[config.mk]
export PLATFORM = sky130hd
export DESIGN_NAME = l2_arbiter
export DESIGN_NICKNAME = d
export VERILOG_FILES = /design/src/rtl/l2_arbiter.sv
export SDC_FILE = /design/constraint.sdc
export NUM_CORES = 1
export LEC_CHECK = 0
export ABC_AREA = 0
export BUFFER_PORTS_ARGS = -buffer_cell sky130_fd_sc_hd__buf_2
export CORE_AREA = 2 2 93 95
export DETAILED_ROUTE_END_ITERATION = 6
export DIE_AREA = 0 0 95 97
export GPL_TIMING_DRIVEN = 0
export SETUP_SLACK_MARGIN = 0.3
export SLEW_MARGIN = 30
export SYNTH_ARGS = -nofsm -noshare
export SYNTH_HDL_FRONTEND = slang
export SYNTH_SLANG_ARGS = --single-unit
[constraint.sdc]
create_clock -name clk -period 2.04 [get_ports clk]
set_input_delay 0.102 -clock clk [delete_from_list [all_inputs] [get_ports clk]]
set_output_delay 0.102 -clock clk [all_outputs]
set_load 0.03 [all_outputs]
[src/rtl/l2_arbiter.sv]
// L2 read-port arbiter: grants one cache requester at a time by fixed priority
// and streams a page burst from memory into the winner, one word per ready pulse.
module l2_arbiter #(
    parameter  int NREQ       = 2,
    parameter  int ADDR_WIDTH = 16,
    parameter  int PAGE_BYTES = 32,
    localparam int OW         = (NREQ > 1) ? $clog2(NREQ) : 1
) (
    input  logic                       clk,
    input  logic                       rst,
    input  logic [NREQ-1:0]            req_start,
    input  logic [NREQ*ADDR_WIDTH-1:0] req_page,
    output logic                       l2_busy,
    output logic [NREQ-1:0]            l2_launch,
    output logic [NREQ-1:0]            l2_ready,
    output logic [15:0]                l2_data,
    output logic [OW-1:0]              owner,
    output logic                       mem_req,
    output logic [ADDR_WIDTH-1:0]      mem_addr,
    input  logic                       mem_ack,
    input  logic [15:0]                mem_data
);
    localparam int PAGE_WORDS  = PAGE_BYTES / 2;
    localparam int OFFSET_BITS = $clog2(PAGE_BYTES);
    localparam int CW          = (PAGE_WORDS > 1) ? $clog2(PAGE_WORDS) : 1;
    localparam logic [CW-1:0] LAST_WORD = CW'(PAGE_WORDS - 1);

    // state | meaning
    // IDLE  | port free, waiting for any req_start
    // GUARD | two settle cycles so the grantee reaches its load state
    // FETCH | mem_req held until mem_ack
    // PULSE | one-cycle l2_ready to the owner, then next word or release
    typedef enum logic [1:0] {IDLE, GUARD, FETCH, PULSE} state_t;

    state_t                state;
    logic [ADDR_WIDTH-1:0] page;
    logic [CW-1:0]         cnt;
    logic                  guard;

    logic                  any_start;
    logic [OW-1:0]         win;
    logic [ADDR_WIDTH-1:0] win_page;

    // Scan from the lowest priority up so the lowest set index wins.
    always_comb begin
        win      = '0;
        win_page = '0;
        for (int i = NREQ - 1; i >= 0; i--) begin
            if (req_start[i]) begin
                win      = OW'(i);
                win_page = req_page[i*ADDR_WIDTH +: ADDR_WIDTH];
            end
        end
    end

    assign any_start = |req_start;

    function automatic logic [ADDR_WIDTH-1:0] word_addr(input logic [ADDR_WIDTH-1:0] pg,
                                                        input logic [CW-1:0]         idx);
        return (pg << OFFSET_BITS) + (ADDR_WIDTH'(idx) << 1);
    endfunction

    always_ff @(posedge clk) begin
        if (rst) begin
            state     <= IDLE;
            page      <= '0;
            cnt       <= '0;
            guard     <= 1'b0;
            l2_busy   <= 1'b0;
            l2_launch <= '0;
            l2_ready  <= '0;
            l2_data   <= '0;
            owner     <= '0;
            mem_req   <= 1'b0;
            mem_addr  <= '0;
        end else begin
            l2_ready <= '0;
            case (state)
                IDLE: begin
                    if (any_start) begin
                        page      <= win_page;
                        owner     <= win;
                        l2_launch <= NREQ'(1) << win;
                        l2_busy   <= 1'b1;
                        guard     <= 1'b1;
                        cnt       <= '0;
                        state     <= GUARD;
                    end
                end
                GUARD: begin
                    if (guard) begin
                        guard <= 1'b0;
                    end else begin
                        mem_req  <= 1'b1;
                        mem_addr <= word_addr(page, cnt);
                        state    <= FETCH;
                    end
                end
                FETCH: begin
                    if (mem_ack) begin
                        l2_data  <= mem_data;
                        mem_req  <= 1'b0;
                        l2_ready <= l2_launch;
                        state    <= PULSE;
                    end
                end
                PULSE: begin
                    if (cnt == LAST_WORD) begin
                        l2_busy   <= 1'b0;
                        l2_launch <= '0;
                        state     <= IDLE;
                    end else begin
                        cnt      <= cnt + 1'b1;
                        mem_req  <= 1'b1;
                        mem_addr <= word_addr(page, cnt + 1'b1);
                        state    <= FETCH;
                    end
                end
                default: state <= IDLE;
            endcase
        end
    end
endmodule

==> results of run 1 <==
==> metal layers <==
layer | vias to the layer above | part of all wire [%]
li1 | 1188 | -
met1 | 1095 | 46
met2 | 93 | 44
met3 | 16 | 7.2
met4 | 0 | 2.4
met5 | - | 0
==> state kept, by name (all words and copies together), names as in the netlist <==
signal     cells
cnt            4
guard          1
state          2
l2_busy        1
owner          1
mem_req        1
mem_addr      15
page          11
l2_ready       2
l2_data       16
l2_launch      2
==> report_power, final <==
group,leakage (nW),switching [W],internal [W]
Combinational,0.816,0.000399,0.000216
Clock,0.0552,0.000356,0.000365
Sequential,0.456,0.0000422,0.00117
==> through the flow <==
| step | cell area (um2) | hold WS, ns | setup WS [ns] | instances |
|---|---|---|---|---|
| after floorplan | 2470 | 0.238 | 0.650 | 285 |
| after global placement | 2990 | 0.343 | 0.442 | 468 |
| after detailed placement | 2990 | 0.349 | 0.445 | 468 |
| after CTS | 3100 | 0.00933 | 0.425 | 476 |
| after global routing | 3110 | 0.0171 | 0.334 | 476 |
| final | 3110 | 0.0184 | 0.457 | 476 |
==> critical path: stages (launching register included) <==
cell     delay (ns)
dfxtp_1        0.35
ha_1           0.28
and4_1         0.28
buf_4          0.19
o31ai_1        0.26
a21oi_1        0.10
==> worst paths after layout <==
path	from	to	slack (ns)	depth (start not counted)
worst max-delay path	cnt[0]	mem_addr[9]	0.46	5
worst min-delay path	mem_data[14]	l2_data[14]	0.02	3
worst max register to register	cnt[0]	mem_addr[9]	0.46	5
worst min register to register	l2_data[0]	l2_data[0]	0.46	2
==> kinds of logic after synthesis <==
kind of cell | Yosys count | synth area share (%)
fa+ha+maj | 2 | 1.01
simple gates | 95 | 20.4
xor+xnor | 1 | 0.354
compound gates | 95 | 24.3
mux | 2 | 1.01
buf+inv | 33 | 7.49
flops | 56 | 45.4
other cells | 1 | 0.152
==> cells in the final DEF, fill, tap and decap left out, types with 8 or more instances in the layout <==
cell type | netlist | routed
a21oi_1 | 39 | 39
buf_2 | 10 | 88
nand2_1 | 54 | 54
o21ai_0 | 10 | 10
nand4_1 | 12 | 12
a31oi_1 | 10 | 10
dfxtp_1 | 56 | 56
o31ai_1 | 11 | 11
clkbuf_1 | 7 | 8
==> area by class of cell <==
class	count	area, um2	share of cell area [%]
multi-input combinational	196	1170	37.7
sequential	56	1120	36.1
timing repair buffer	78	390	12.6
buffer	26	159	5.11
tap	105	131	4.23
clock buffer	6	72.6	2.34
clock inverter	2	35.0	1.13
inverter	7	26.3	0.846
==> results.toml, run 1 <==
[setup_path]
critPathMaxFanout = 10
critPathKind = "reg -> reg"
crit_path_start_kind = "register"
cp.arrival_ns = 1.77
end_kind = "register"
required_ns = 2.23

[floorplanning]
initial_utilization_pct = 30.4
num_rows = 33
fp.coreArea_um2 = 8130
die_h_um = 97
die_x_um = 95
io-pin-count = 92
die-area_um2 = 9220

[run]
cap_viol_max_count = 0

[finish]
num-nets-final = 425
area_growth_pct = 25.7
fin_util_pct = 38.2
antenna_cells = 0
nFillCells = 816
layout-drive-gt1-share_pct = 31.5

[grt]
antenna_found_initial = 0
grt_pass1_wl_mm = 10.8
grt_overflow = 0
grt-busiest-layer = "met2"
grt_pass1_vias = 2201
grt_util_met3_pct = 3.66
use_met1_pct = 18.8
track_usage_pct = 14.8
grt_max_degree = 17
grt_use_met2_pct = 24.4

[timing]
relSlewSlack_pct = 61.8
rsz0062_at_grt = "no"
finalHoldViolCount = 0
maxSlewViolCount = 0
fin_crit_sh_pct = 77.6
worstMarginPinSlew_ns = 0.570
finClkSkew_ns = 0.00887
max_freq_mhz = 632
finalSetupViolations = 0
tns_ns = 0
fin_crit_ns = 1.58

[synth]
yosys_warnings = 0
synth_area_leaders = "dfxtp_1 (45%), nand2_1 (8.2%), a21oi_1 (7.9%), o31ai_1 (3.3%), nand4_1 (3.0%)"
synth-edff-count = 0
synthTopCellsByCount = "dfxtp_1 (56), nand2_1 (54), a21oi_1 (39), nand4_1 (12), o31ai_1 (11)"
synthFlopType = "dfxtp_1"
syn-instance-count = 285
synth_fp_nets = 340
yosysMostFrequentCell = "dfxtp_1"
async_flop_share_pct = 0
synth_seq_cells = 56
synth.distinct_cells = 50
yosysTopAreaCell = "dfxtp_1"
syn_avg_cell_area_um2 = 8.67
synth_area_um2 = 2470
ys_seq_area_share_pct = 45.4
synth_top_area_share_pct = 45.4

[place]
dpl.hpwl_mm = 4.88
finalWeightedCongestion = 0.769
io_buffers = 78

[clocking]
cts_resized = 0
cts_buffers = 5
path_clk_slew_ns = 0.10
cts.sinks = 56
clock_path_buffers = 2
insertion_delay_ns = 0.31
hold_buffers = 0
h-tree-depth = 2
cts_setup_buffers = 0
cts_root_buf = "clkbuf_8"
cts_tree = "built"

[power_and_ir_drop]
power.density_nw_per_um2 = 822
leakagePower_nw = 1.33
p_total_w = 0.00255
max-vdd-ir-drop_mv = 0.289

[detailed_routing]
firstDrtPassIters = 4
drtIter0Drc = 137
drt_wl_total_mm = 6.75
via_per_inst = 5.03
wl_per_cell_um = 14.2
drc = 0
vias = 2392
drtAntennaViolNets = 0

[outcome]
status = "finished, final reports clean"

[hold_path]
min_path_type = "in -> reg"
No activity file was read; power rests on OpenSTA's default activity.
==> run 2: changes to the inputs <==
--- a/config.mk
+++ b/config.mk
@@ -5,11 +5,11 @@
 export SDC_FILE = /design/constraint.sdc
 export NUM_CORES = 1
 export LEC_CHECK = 0
-export ABC_AREA = 0
+export ABC_AREA = 1
 export BUFFER_PORTS_ARGS = -buffer_cell sky130_fd_sc_hd__buf_2
-export CORE_AREA = 2 2 93 95
+export CORE_AREA = 2 2 88 90
 export DETAILED_ROUTE_END_ITERATION = 6
-export DIE_AREA = 0 0 95 97
+export DIE_AREA = 0 0 90 92
 export GPL_TIMING_DRIVEN = 0
 export SETUP_SLACK_MARGIN = 0.3
 export SLEW_MARGIN = 30
==> constraint.sdc (replaced) <==
create_clock -name clk -period 1.45 [get_ports clk]
set_input_delay 0.0725 -clock clk [delete_from_list [all_inputs] [get_ports clk]]
set_output_delay 0.0725 -clock clk [all_outputs]
set_load 0.03 [all_outputs]
==> results.toml, run 2 <==
[outcome]
status = "finished, final reports clean"

[synth]
synth.distinct_cells = 28
yosysTopAreaCell = "dfxtp_1"
synth_area_um2 = 2210
synth_area_leaders = "dfxtp_1 (51%), a21oi_1 (6.8%), nand3_1 (6.1%), o21ai_0 (6.1%), nor2_1 (5.6%)"
synth_fp_nets = 339
syn-instance-count = 284
ys_seq_area_share_pct = 50.7
synth-edff-count = 0
yosys_warnings = 0
syn_avg_cell_area_um2 = 7.78
synth_seq_cells = 56
synthTopCellsByCount = "dfxtp_1 (56), nor2_1 (33), nand2_1 (32), a21oi_1 (30)"
synthFlopType = "dfxtp_1"
async_flop_share_pct = 0
synth_top_area_share_pct = 50.7
yosysMostFrequentCell = "dfxtp_1"

[timing]
tns_ns = 0
finClkSkew_ns = 0.0124
relSlewSlack_pct = 52.5
fin_crit_sh_pct = 89.5
maxSlewViolCount = 0
worstMarginPinSlew_ns = 0.713
rsz0062_at_grt = "yes"
finalHoldViolCount = 0
fin_crit_ns = 1.30
fin_hold_ws_ns = 0.00944
max_freq_mhz = 771
finalSetupViolations = 0

[hold_path]
holdPathEnd = "l2_data[6]"
min_path_type = "in -> reg"
hold_path_depth = 3
min_from = "mem_data[6]"

[detailed_routing]
drt_wl_total_mm = 6.80
drtAntennaViolNets = 0
wl_per_cell_um = 13.6
vias = 2370
via_per_inst = 4.76
drtIter0Drc = 61
firstDrtPassIters = 4
drc = 0

[grt]
grt_overflow = 0
track_usage_pct = 15.5
grt_pass1_wl_mm = 10.5
antenna_found_initial = 0
grt_max_degree = 18
grt_pass1_vias = 2266

[finish]
top_register = "l2_data"
mostFrequentLayoutCells = "buf_2 (80), dfxtp_1 (52), nand3_1 (23)"
fin_util_pct = 47.2
nFillCells = 766
reg.largest.list = "l2_data: 16 flops, mem_addr: 15 flops, page: 11 flops"
num-nets-final = 450
area_growth_pct = 59.2
layout-drive-gt1-share_pct = 48.2
final_common_cell = "buf_2"
antenna_cells = 0
largest_register_ffs = 16

[setup_path]
crit_path_start_kind = "register"
r2r_cells = 7
end_kind = "register"
required_ns = 1.68
r2r_start = "cnt[1]"
critPathMaxFanout = 6
r2r-end = "cnt[1]"
critPathKind = "reg -> reg"
cp.arrival_ns = 1.53
r2r_slack_ns = 0.15

[floorplanning]
die_h_um = 92
initial_utilization_pct = 29.7
num_rows = 32
io-pin-count = 92
die_x_um = 90
fp.coreArea_um2 = 7450
die-area_um2 = 8280

[clocking]
cts_buffers = 5
path_clk_slew_ns = 0.10
h-tree-depth = 2
cts_root_buf = "clkbuf_8"
insertion_delay_ns = 0.32
clock_path_buffers = 2
cts_tree = "built"
cts.sinks = 56

[power_and_ir_drop]
power.density_nw_per_um2 = 1230
max-vdd-ir-drop_mv = 0.513
leakagePower_nw = 1.56

[run]
cap_viol_max_count = 0

[place]
io_buffers = 80
finalWeightedCongestion = 0.785
dpl.hpwl_mm = 4.41
==> run 2: cell types whose count changed after synthesis, moves of 6 or more <==
cell / before / now
o31ai_1: 11 / 0
a21oi_1: 39 / 30
nand2_1: 54 / 32
inv_1: 6 / 24
nand3_1: 4 / 27
o21ai_0: 10 / 27
nor2_1: 2 / 33
o21ai_1: 3 / 9
nand4_1: 12 / 1
==> run 2: how the worst max path moves through the flow <==
stage | to | cells past startpoint | slack [ns] | start
after floorplan | mem_addr[12] | 7 | 0.29 | cnt[0]
after global placement | mem_addr[6] | 9 | 0.11 | state[1]
after detailed placement | l2_data[13] | 4 | 0.10 | state[0]
after CTS | mem_addr[5] | 8 | 0.19 | state[1]
after global routing | mem_addr[2] | 8 | 0.12 | cnt[1]
final | cnt[1] | 7 | 0.15 | cnt[1]
==> run 2: critical path, stage by stage, from the launching register on <==
cell and delay (ns):
dfxtp_4 0.37, ha_4 0.17, nand3_4 0.10, nand2_4 0.09, buf_4 0.15, nand2_4 0.09
o21ai_1 0.07, a21oi_1 0.18
==> run 2: area by class of cell <==
class	instances	area (um2)	area share (%)
Buffer	17	155	4.41
Inverter	27	116	3.31
Clock buffer	6	82.6	2.35
Multi-Input combinational cell	186	1220	34.7
Clock inverter	2	38.8	1.10
Sequential cell	56	1130	32.2
Tap cell	102	128	3.63
Timing Repair Buffer	102	643	18.3
==> run 2: logic make-up after synthesis <==
logic type / synth area share [%]
buf+inv: 8.72
flops: 50.7
compound gates: 18.9
other cells: 0.170
fa+ha+maj: 1.13
simple gates: 20.4
==> run 2: through the flow <==
stage               cells  total power (W)  worst slack [ns]  instance area, um2
floorplan             284          0.00248             0.295                2240
global placement      466          0.00277             0.112                2770
detailed placement    466          0.00279             0.102                2770
CTS                   489          0.00411             0.192                3200
global route          498          0.00454             0.116                3520
finish                498          0.00433             0.153                3520
==> run 2: per-layer routing <==
| metal | track usage, % | wire [um] |
|---|---|---|
| met5 | 0 | 0 |
| met4 | 3.72 | 117 |
| met3 | 4.03 | 372 |
| met2 | 27.1 | 3320 |
| met1 | 19.2 | 2990 |
==> run 2: power breakdown <==
part           internal (W)  switching (W)
Combinational      0.000582       0.000825
Clock              0.000566       0.000529
Sequential          0.00171       0.000124
==> run 2: timing repair <==
action | in CTS | in global routing
buffers inserted | 11 | 5
hold buffers | 0 | 0
gates cloned | 4 | 4
resized for setup | 60 | 72
endpoints found under the hold margin | 0 | 0
setup endpoints to repair | 54 | 51
pin swaps | 8 | 23
